`src/rtl/uart_pkg.sv`:
```
// Shared types and constants for the UART transmitter.
// Optional even-parity bit is enabled by defining UART_TX_PARITY_EN.
package uart_pkg;

  typedef enum logic [2:0] {
    IDLE,
    START,
    DATA,
    PARITY,
    STOP
  } tx_state_t;

  localparam int         DATA_W      = 8;
  localparam logic [7:0] DIVISOR_MIN = 8'd3;

  // Very small divisors cannot be timed by the bit counter; they are raised to the minimum.
  function automatic logic [7:0] clamp_divisor(input logic [7:0] div);
    return (div < DIVISOR_MIN) ? DIVISOR_MIN : div;
  endfunction

endpackage

```
`src/rtl/uart_baudtick.sv`:
```
// Bit-period timer: latches the clamped divisor on each transfer and pulses tick_o
// on the last cycle of every bit period while a frame is active.
module uart_baudtick
  import uart_pkg::*;
(
  input  logic       clk_i,
  input  logic       notreset_i,
  input  logic       load_i,
  input  logic       active_i,
  input  logic [7:0] divisor_i,
  output logic       tick_o
);

  logic [7:0] d_q, d_d;
  logic [7:0] cnt_q, cnt_d;

  assign tick_o = active_i & (cnt_q == 8'd0);

  always_comb begin
    d_d   = d_q;
    cnt_d = cnt_q;
    if (load_i) begin
      d_d   = clamp_divisor(divisor_i);
      cnt_d = d_d - 8'd1;
    end else if (tick_o) begin
      cnt_d = d_q - 8'd1;
    end else if (active_i) begin
      cnt_d = cnt_q - 8'd1;
    end
  end

  always_ff @(posedge clk_i) begin
    if (!notreset_i) begin
      d_q   <= DIVISOR_MIN;
      cnt_q <= 8'd0;
    end else begin
      d_q   <= d_d;
      cnt_q <= cnt_d;
    end
  end

endmodule

```
`src/rtl/uart_transmitter.sv`:
```
// Byte-stream to asynchronous UART frame serialiser (start, 8 data LSB first, stop).
// Define UART_TX_PARITY_EN to insert an even-parity bit before the stop bit.
module uart_transmitter #(
  parameter int DATA_W = 8
) (
  input  logic              clk,
  input  logic              notreset,
  input  logic [7:0]        divisor,
  input  logic              enable,
  input  logic [DATA_W-1:0] data,
  input  logic              valid,
  output logic              ready,
  output logic              txd,
  output logic              busy
);
  import uart_pkg::*;

  localparam int BIT_W = $clog2(DATA_W);
  localparam logic [BIT_W-1:0] LAST_BIT = BIT_W'(DATA_W - 1);
`ifdef UART_TX_PARITY_EN
  localparam tx_state_t AFTER_DATA = PARITY;
`else
  localparam tx_state_t AFTER_DATA = STOP;
`endif

  tx_state_t         state_q, state_d;
  logic [DATA_W-1:0] shreg_q, shreg_d;
  logic [BIT_W-1:0]  bit_q, bit_d;
  logic              txd_q, txd_d;
  logic              busy_q;
  logic              xfer, tick, active;
`ifdef UART_TX_PARITY_EN
  logic              parity_q, parity_d;
`endif

  assign ready  = notreset & enable & (state_q == IDLE);
  assign xfer   = valid & ready;
  assign active = (state_q != IDLE);
  assign txd    = txd_q;
  assign busy   = busy_q;

  uart_baudtick u_baudtick (
    .clk_i      (clk),
    .notreset_i (notreset),
    .load_i     (xfer),
    .active_i   (active),
    .divisor_i  (divisor),
    .tick_o     (tick)
  );

  always_comb begin
    state_d = state_q;
    shreg_d = shreg_q;
    bit_d   = bit_q;
    unique case (state_q)
      IDLE: if (xfer) begin
        state_d = START;
        shreg_d = data;
      end
      START: if (tick) begin
        state_d = DATA;
        bit_d   = '0;
      end
      DATA: if (tick) begin
        shreg_d = shreg_q >> 1;
        if (bit_q == LAST_BIT) state_d = AFTER_DATA;
        else                   bit_d   = bit_q + BIT_W'(1);
      end
`ifdef UART_TX_PARITY_EN
      PARITY: if (tick) state_d = STOP;
`endif
      STOP: if (tick) state_d = IDLE;
      default: state_d = IDLE;
    endcase
  end

`ifdef UART_TX_PARITY_EN
  always_comb begin
    parity_d = parity_q;
    if (xfer) parity_d = ^data;
  end
`endif

  // Line level is registered, so txd trails the state by one cycle.
  always_comb begin
    txd_d = 1'b1;
    unique case (state_q)
      START:   txd_d = 1'b0;
      DATA:    txd_d = shreg_q[0];
`ifdef UART_TX_PARITY_EN
      PARITY:  txd_d = parity_q;
`endif
      default: txd_d = 1'b1;
    endcase
  end

  always_ff @(posedge clk) begin
    if (!notreset) begin
      state_q <= IDLE;
      bit_q   <= '0;
      txd_q   <= 1'b1;
      busy_q  <= 1'b0;
    end else begin
      state_q <= state_d;
      bit_q   <= bit_d;
      txd_q   <= txd_d;
      busy_q  <= (state_d != IDLE);
    end
  end

  always_ff @(posedge clk) begin
    shreg_q <= shreg_d;
`ifdef UART_TX_PARITY_EN
    parity_q <= parity_d;
`endif
  end

endmodule

```
`config.mk`:
```
export PLATFORM = sky130hd
export DESIGN_NAME = uart_transmitter
export DESIGN_NICKNAME = d
export VERILOG_FILES = /design/src/rtl/uart_pkg.sv /design/src/rtl/uart_baudtick.sv /design/src/rtl/uart_transmitter.sv
export SDC_FILE = /design/constraint.sdc
export NUM_CORES = 1
export LEC_CHECK = 0
export CORE_ASPECT_RATIO = 1.4
export CORE_MARGIN = 2
export CORE_UTILIZATION = 55
export DETAILED_ROUTE_END_ITERATION = 12
export GPL_TIMING_DRIVEN = 0
export PLACE_DENSITY_LB_ADDON = 0.3
export SLEW_MARGIN = 25
export SYNTH_ARGS = -nofsm -noshare
export SYNTH_HDL_FRONTEND = slang
export SYNTH_SLANG_ARGS = --single-unit
```
`constraint.sdc`:
```
create_clock -name clk -period 6.5 [get_ports clk]
set_clock_uncertainty 0.15 [all_clocks]
set_input_delay 0.65 -clock clk [delete_from_list [all_inputs] [get_ports clk]]
set_output_delay 0.65 -clock clk [all_outputs]
set_load 0.1 [all_outputs]
```
Yosys cells after proc, flatten, opt, wreduce, memory -nomap -nowiden
Index checks and enable logic that the tools add are counted.

storage, ports and cells
  bits in registers = 32
  input port bits = 20

cells by class
  $add $sub $neg = 4
  magnitude comparators = 1
  eq/ne operators = 8
  muxes and demuxes = 18
  bitwise gates (word level) = 4
  reduce and logical (&&, ||, !) cells = 9

operators with widths
  kind                                                        number
  2-to-1 mux 8 bit                                            6
  2-to-1 mux 3 bit                                            8
  subtractor 8 x 1 -> 8 bit, second input constant            3
  one-hot mux 8 bit (2 select lines)                          1
  one-hot mux 3 bit (4 select lines)                          1
  nonzero test 3 bit                                          3
  logical NOT 8 bit                                           1
  less-than comparator 8 x 2 -> 1 bit, second input constant  1
  equality test 3 bit, second input constant                  2
  != test 2 bit, second input constant                        3
  one-hot mux 3 bit (2 select lines)                          1
  bitwise AND 1 bit                                           4
  AND reduction 4 bit                                         1
  nonzero test 2 bit                                          2
  adder 3 x 1 -> 3 bit, second input constant                 1
  equality test 3 x 1 -> 1 bit, second input constant         1
  equality test 3 x 2 -> 1 bit, second input constant         1
  logical NOT 3 bit                                           1
  AND reduction 3 bit                                         1
  != test 2 x 1 -> 1 bit, second input constant               1
  one-hot mux 1 bit (2 select lines)                          1

Depth between registers and ports, before layout
  word-level depth = 6
  mapped depth = 11

Hierarchy
From an unflattened synthesis, not the netlist that was laid out.

unflattened totals
  cell total of the unflattened synthesis = 191
  area, all modules = 1767.9 sq um

modules (own cells, without submodules)
  module            instances  cells an instance  area each (sq um)  sequential area each (sq um)
  uart_baudtick     1          122                979.7              320.3
  uart_transmitter  1          69                 788.3              400.4

Worst setup path before layout
No wires, ideal clock.

  path kind = reg-to-reg
  start point = register state_q[2]
  end point = register u_baudtick.cnt_q[6]
  setup time = 0.086 ns
  arrival = 2.385 ns
  data required time = 6.264 ns
  path slack = 3.879 ns
  stages on the path, launching flop included = 12
  buffers on the path = 2
  period minus slack after synthesis = 2.621 ns
  cells stage by stage = dfxtp_1 buf_6 or3_4 buf_6 a2111oi_1 a21oi_1 inv_1 ha_1 nand4_1 nor4_2 xor2_1 a211oi_1

between the ends
  word-level cells in the longest chain between the ends = 4
  elaborated cells between the ends (all ways) = 8

RTL lines
  what                                                              line                                            text
  start, declared                                                   uart_transmitter.sv:26                          tx_state_t state_q, state_d;
  start signal, assigned                                            uart_transmitter.sv:104                         state_q <= state_d;
  logical NOT 3 bit or nonzero test 3 bit (tied branches)           uart_transmitter.sv:36, uart_transmitter.sv:38
  bitwise AND 1 bit (on tied branches)                              uart_transmitter.sv:36, uart_baudtick.sv:17
  bitwise AND 1 bit or 2-to-1 mux 8 bit (tied branches)             uart_transmitter.sv:37, uart_baudtick.sv:25
  nonzero test 3 bit (no line) or 2-to-1 mux 8 bit (tied branches)  -
  end signal, assigned                                              uart_baudtick.sv:38                             cnt_q <= cnt_d;
  end, declared                                                     uart_baudtick.sv:15                             logic [7:0] cnt_q, cnt_d;

Several ways; a longest one is shown, not always the timed one.
A chain may end at the register's enable or synchronous reset.

Final worst setup path
  start point = input notreset
  end point = output ready

between the ends
  word-level cells in the longest chain between the ends = 2

RTL lines
  what                            line                    text
  start, declared                 uart_transmitter.sv:7   input logic notreset,
  bitwise AND 1 bit (2 in a row)  uart_transmitter.sv:36  assign ready = notreset & enable & (state_q == IDLE);
  end, declared                   uart_transmitter.sv:12  output logic ready,

No other way between the ends.

==> out/qor.yml <==
clock_tree:
  path_clk_slew_ps: 60
  cts_made_buffers: 5
  cts_resized: 0
  htree_levels: 2
  postCtsSetupRepairBufs: 0
  root_buffer: "clkbuf_8"
  cts_tree: "yes"
  postCtsHoldBufs: 0
  cts_sinks: 32
  clockBufferDepth: 2
  clk_latency_ps: 290
synthesis:
  yosysTopAreaCellShare_pct: 29.8
  syn_area_per_cell_um2: 9.20
  yosysSeqAreaShare_pct: 44.8
  synthDistinctLibCells: 41
  synth_nets: 198
  synth_top_area_cell: "dfxtp_1"
  synth-seq-cells: 32
  yosys.area_share.simple_pct: 24.9
  netlist_instances: 175
  netlist_top_cells_area: "dfxtp_1, edfxtp_1, nand2_1"
  yosys.area_share.adder_pct: 2.33
  synth_top_family_by_area: "simple AND/OR/NAND/NOR gates"
  syn-cell-area_um2: 1610
  synth-warning-count: 0
  synthMuxAreaShare_pct: 5.52
  synth_xor_area_share_pct: 1.63
  synth_compound_area_share_pct: 17.3
route:
  drt_iter0_markers: 81
  ant_nets: 0
  wl_per_cell_um: 15.8
  drtPass1Iterations: 4
  post-route-drc-count: 0
  drt-total-wl_um: 3800
  vias_per_cell: 5.97
  dr_total_vias: 1438
placement:
  gp_congestion: 0.905
  pre_cts_slack_ps: 2880
  post-dp-hpwl_um: 2830
  port_buffers: 22
timing:
  finalHoldViolCount: 0
  period_share_pct: 56.1
  rsz0062_at_grt: "no"
  setup_tns_ps: 0
  setup_viol: 0
  drv_slew: 0
  worst_pin_slew_ps: 965
  slew-limit-headroom_pct: 35.4
  fmax_mhz: 274
  fin_crit_ps: 3650
  finalWorstSetupSlack_ps: 2850
power:
  seq_power_share_pct: 38.9
  p_sw_share_pct: 37.8
  clkPwrFrac_pct: 22.0
  ir_worst_vdd_v: 0.000188
  internal_power_mw: 0.403
  p_comb_share_pct: 39.1
  power_density_nw_per_um2: 331
  p_sw_mw: 0.245
  p_leak_nw: 0.723
hold_path:
  hp-class: "reg2reg"
worst_setup_path:
  cp-start-kind: "input pin"
  rr_endpoint: "u_baudtick.cnt_q[6]"
  reg2reg_slack_ps: 3540
  critical_path_required_ps: 5700
  ff2ff_path_depth: 11
  r2r-start: "state_q[2]"
  setup.worst_path.class: "in2out"
  critPathCaptureType: "output port"
  cp.arrival_ps: 2850
  critPathMaxFanout: 10
  crit_end: "ready"
  critPathLaunch: "notreset"
floorplanning:
  boundaryPins: 23
  initial_core_util_pct: 57.1
  dieArea_um2: 3380
  core_area_um2: 2820
  placement_rows: 23
  fp.dieH_um: 68.0
  die_w_um: 49.7
finish:
  drive_gt1_share_pct: 11.3
  fill_cells: 247
  n_antenna_cell: 0
  nNetsFinal: 227
  area_growth_pct: 21.7
  utilization_pct: 69.5
global_route:
  grt_overflow: 0
  grt_first_pass_wirelength_um: 6170
  grt_pass1_vias: 1416
  grt_max_degree: 11
  antenna_found_initial: 0
  grt_usage_pct: 24.5
status:
  run_status: "finished, final reports clean"
run:
  drv_cap: 0
==> per-stage QoR <==
stage / instances / power [mW] / hold slack (ps) / instance area, um^2
floorplan: 175 / 0.439 / 286 / 1610
global placement: 234 / 0.490 / 295 / 1880
detailed placement: 234 / 0.501 / 305 / 1880
CTS: 241 / 0.644 / 314 / 1960
global route: 241 / 0.681 / 339 / 1960
finish: 241 / 0.648 / 314 / 1960
==> power by group through the flow <==
stage / clock, mW / combinational, mW / sequential, mW
6_report: 0.142 / 0.253 / 0.252
5_1_grt: 0.151 / 0.275 / 0.255
4_1_cts: 0.143 / 0.250 / 0.251
3_5_place_dp: 0 / 0.245 / 0.256
3_3_place_gp: 0 / 0.236 / 0.254
2_1_floorplan: 0 / 0.172 / 0.267
==> worst max-delay path, stage by stage <==
cell and delay (ps):
clkdlybuf4s50_1 490, clkbuf_1 350, and3_1 230, clkdlybuf4s50_1 1120
==> metal layers <==
| layer | up-vias | track usage (%) | share of wire, % | wire length [um] |
|---|---|---|---|---|
| li1 | 700 | - | - | - |
| met4 | 0 | 16.3 | 5.2 | 197 |
| met2 | 57 | 46.7 | 52 | 1990 |
| met3 | 22 | 5.46 | 5.3 | 200 |
| met5 | - | 0 | 0 | 0 |
| met1 | 659 | 23.4 | 37 | 1410 |
==> flip-flops by register name, indices dropped and copies added, names as in the netlist <==
register,count
shreg_q,8
busy,1
bit_q,3
state_q,3
u_baudtick.cnt_q,8
txd,1
u_baudtick.d_q,8
==> Yosys cell counts (all sizes together) <==
master and instances:
a2111oi 2, a211oi 4, a21o 1, a21oi 16, a221o 3, a22oi 2
a311o 1, a31o 1, a31oi 2, and2 1, and3 7, and3b 1
buf 3, clkbuf 4, dfxtp 24, edfxtp 8, ha 3, inv 4
mux2 7, mux2i 1, nand2 22, nand2b 2, nand3 5, nand3b 1
nand4 5, nor2 18, nor2b 1, nor3 5, nor4 5, o21a 3
o21ai 6, o22ai 2, or3 2, xnor2 2, xor2 1
==> layout make-up <==
| type | count | area (um^2) | share of cell area [%] |
|---|---|---|---|
| inverter | 4 | 15.0 | 0.766 |
| sequential | 32 | 721 | 36.8 |
| clock buffer | 6 | 72.6 | 3.70 |
| multi-input combinational | 132 | 837 | 42.7 |
| buffer | 7 | 42.5 | 2.17 |
| tap | 37 | 46.3 | 2.36 |
| timing repair buffer | 22 | 220 | 11.2 |
| clock inverter | 1 | 5.00 | 0.255 |
==> kinds of logic after synthesis <==
group / after synthesis
mux: 8
simple gates: 75
fa+ha+maj: 3
compound gates: 43
xor+xnor: 3
flops: 32
buf+inv: 11
==> worst min path at each step <==
| stage | startpoint | cells after the start | endpoint | slack [ps] |
|---|---|---|---|---|
| final | u_baudtick.d_q[7] | 2 | u_baudtick.d_q[7] | 310 |
| after global placement | u_baudtick.d_q[2] | 2 | u_baudtick.d_q[2] | 290 |
| after global routing | u_baudtick.d_q[7] | 2 | u_baudtick.d_q[7] | 340 |
| after floorplan | u_baudtick.d_q[3] | 2 | u_baudtick.d_q[3] | 290 |
| after detailed placement | u_baudtick.d_q[3] | 2 | u_baudtick.d_q[3] | 310 |
| after CTS | u_baudtick.d_q[4] | 2 | u_baudtick.d_q[4] | 310 |
==> cell usage in the layout (no fill, tap or decap), types with 5 or more instances in the layout <==
cell             Yosys  final
a21oi_1             16     16
clkbuf_8             0      5
dfxtp_1             24     24
edfxtp_1             8      8
nand2_1             22     22
mux2_2               7      7
nor2_1              18     18
clkbuf_1             4      5
nand4_1              5      5
and3_1               7      7
clkdlybuf4s50_1      0     22
nand3_1              5      5
No activity file was read; power rests on OpenSTA's default activity.
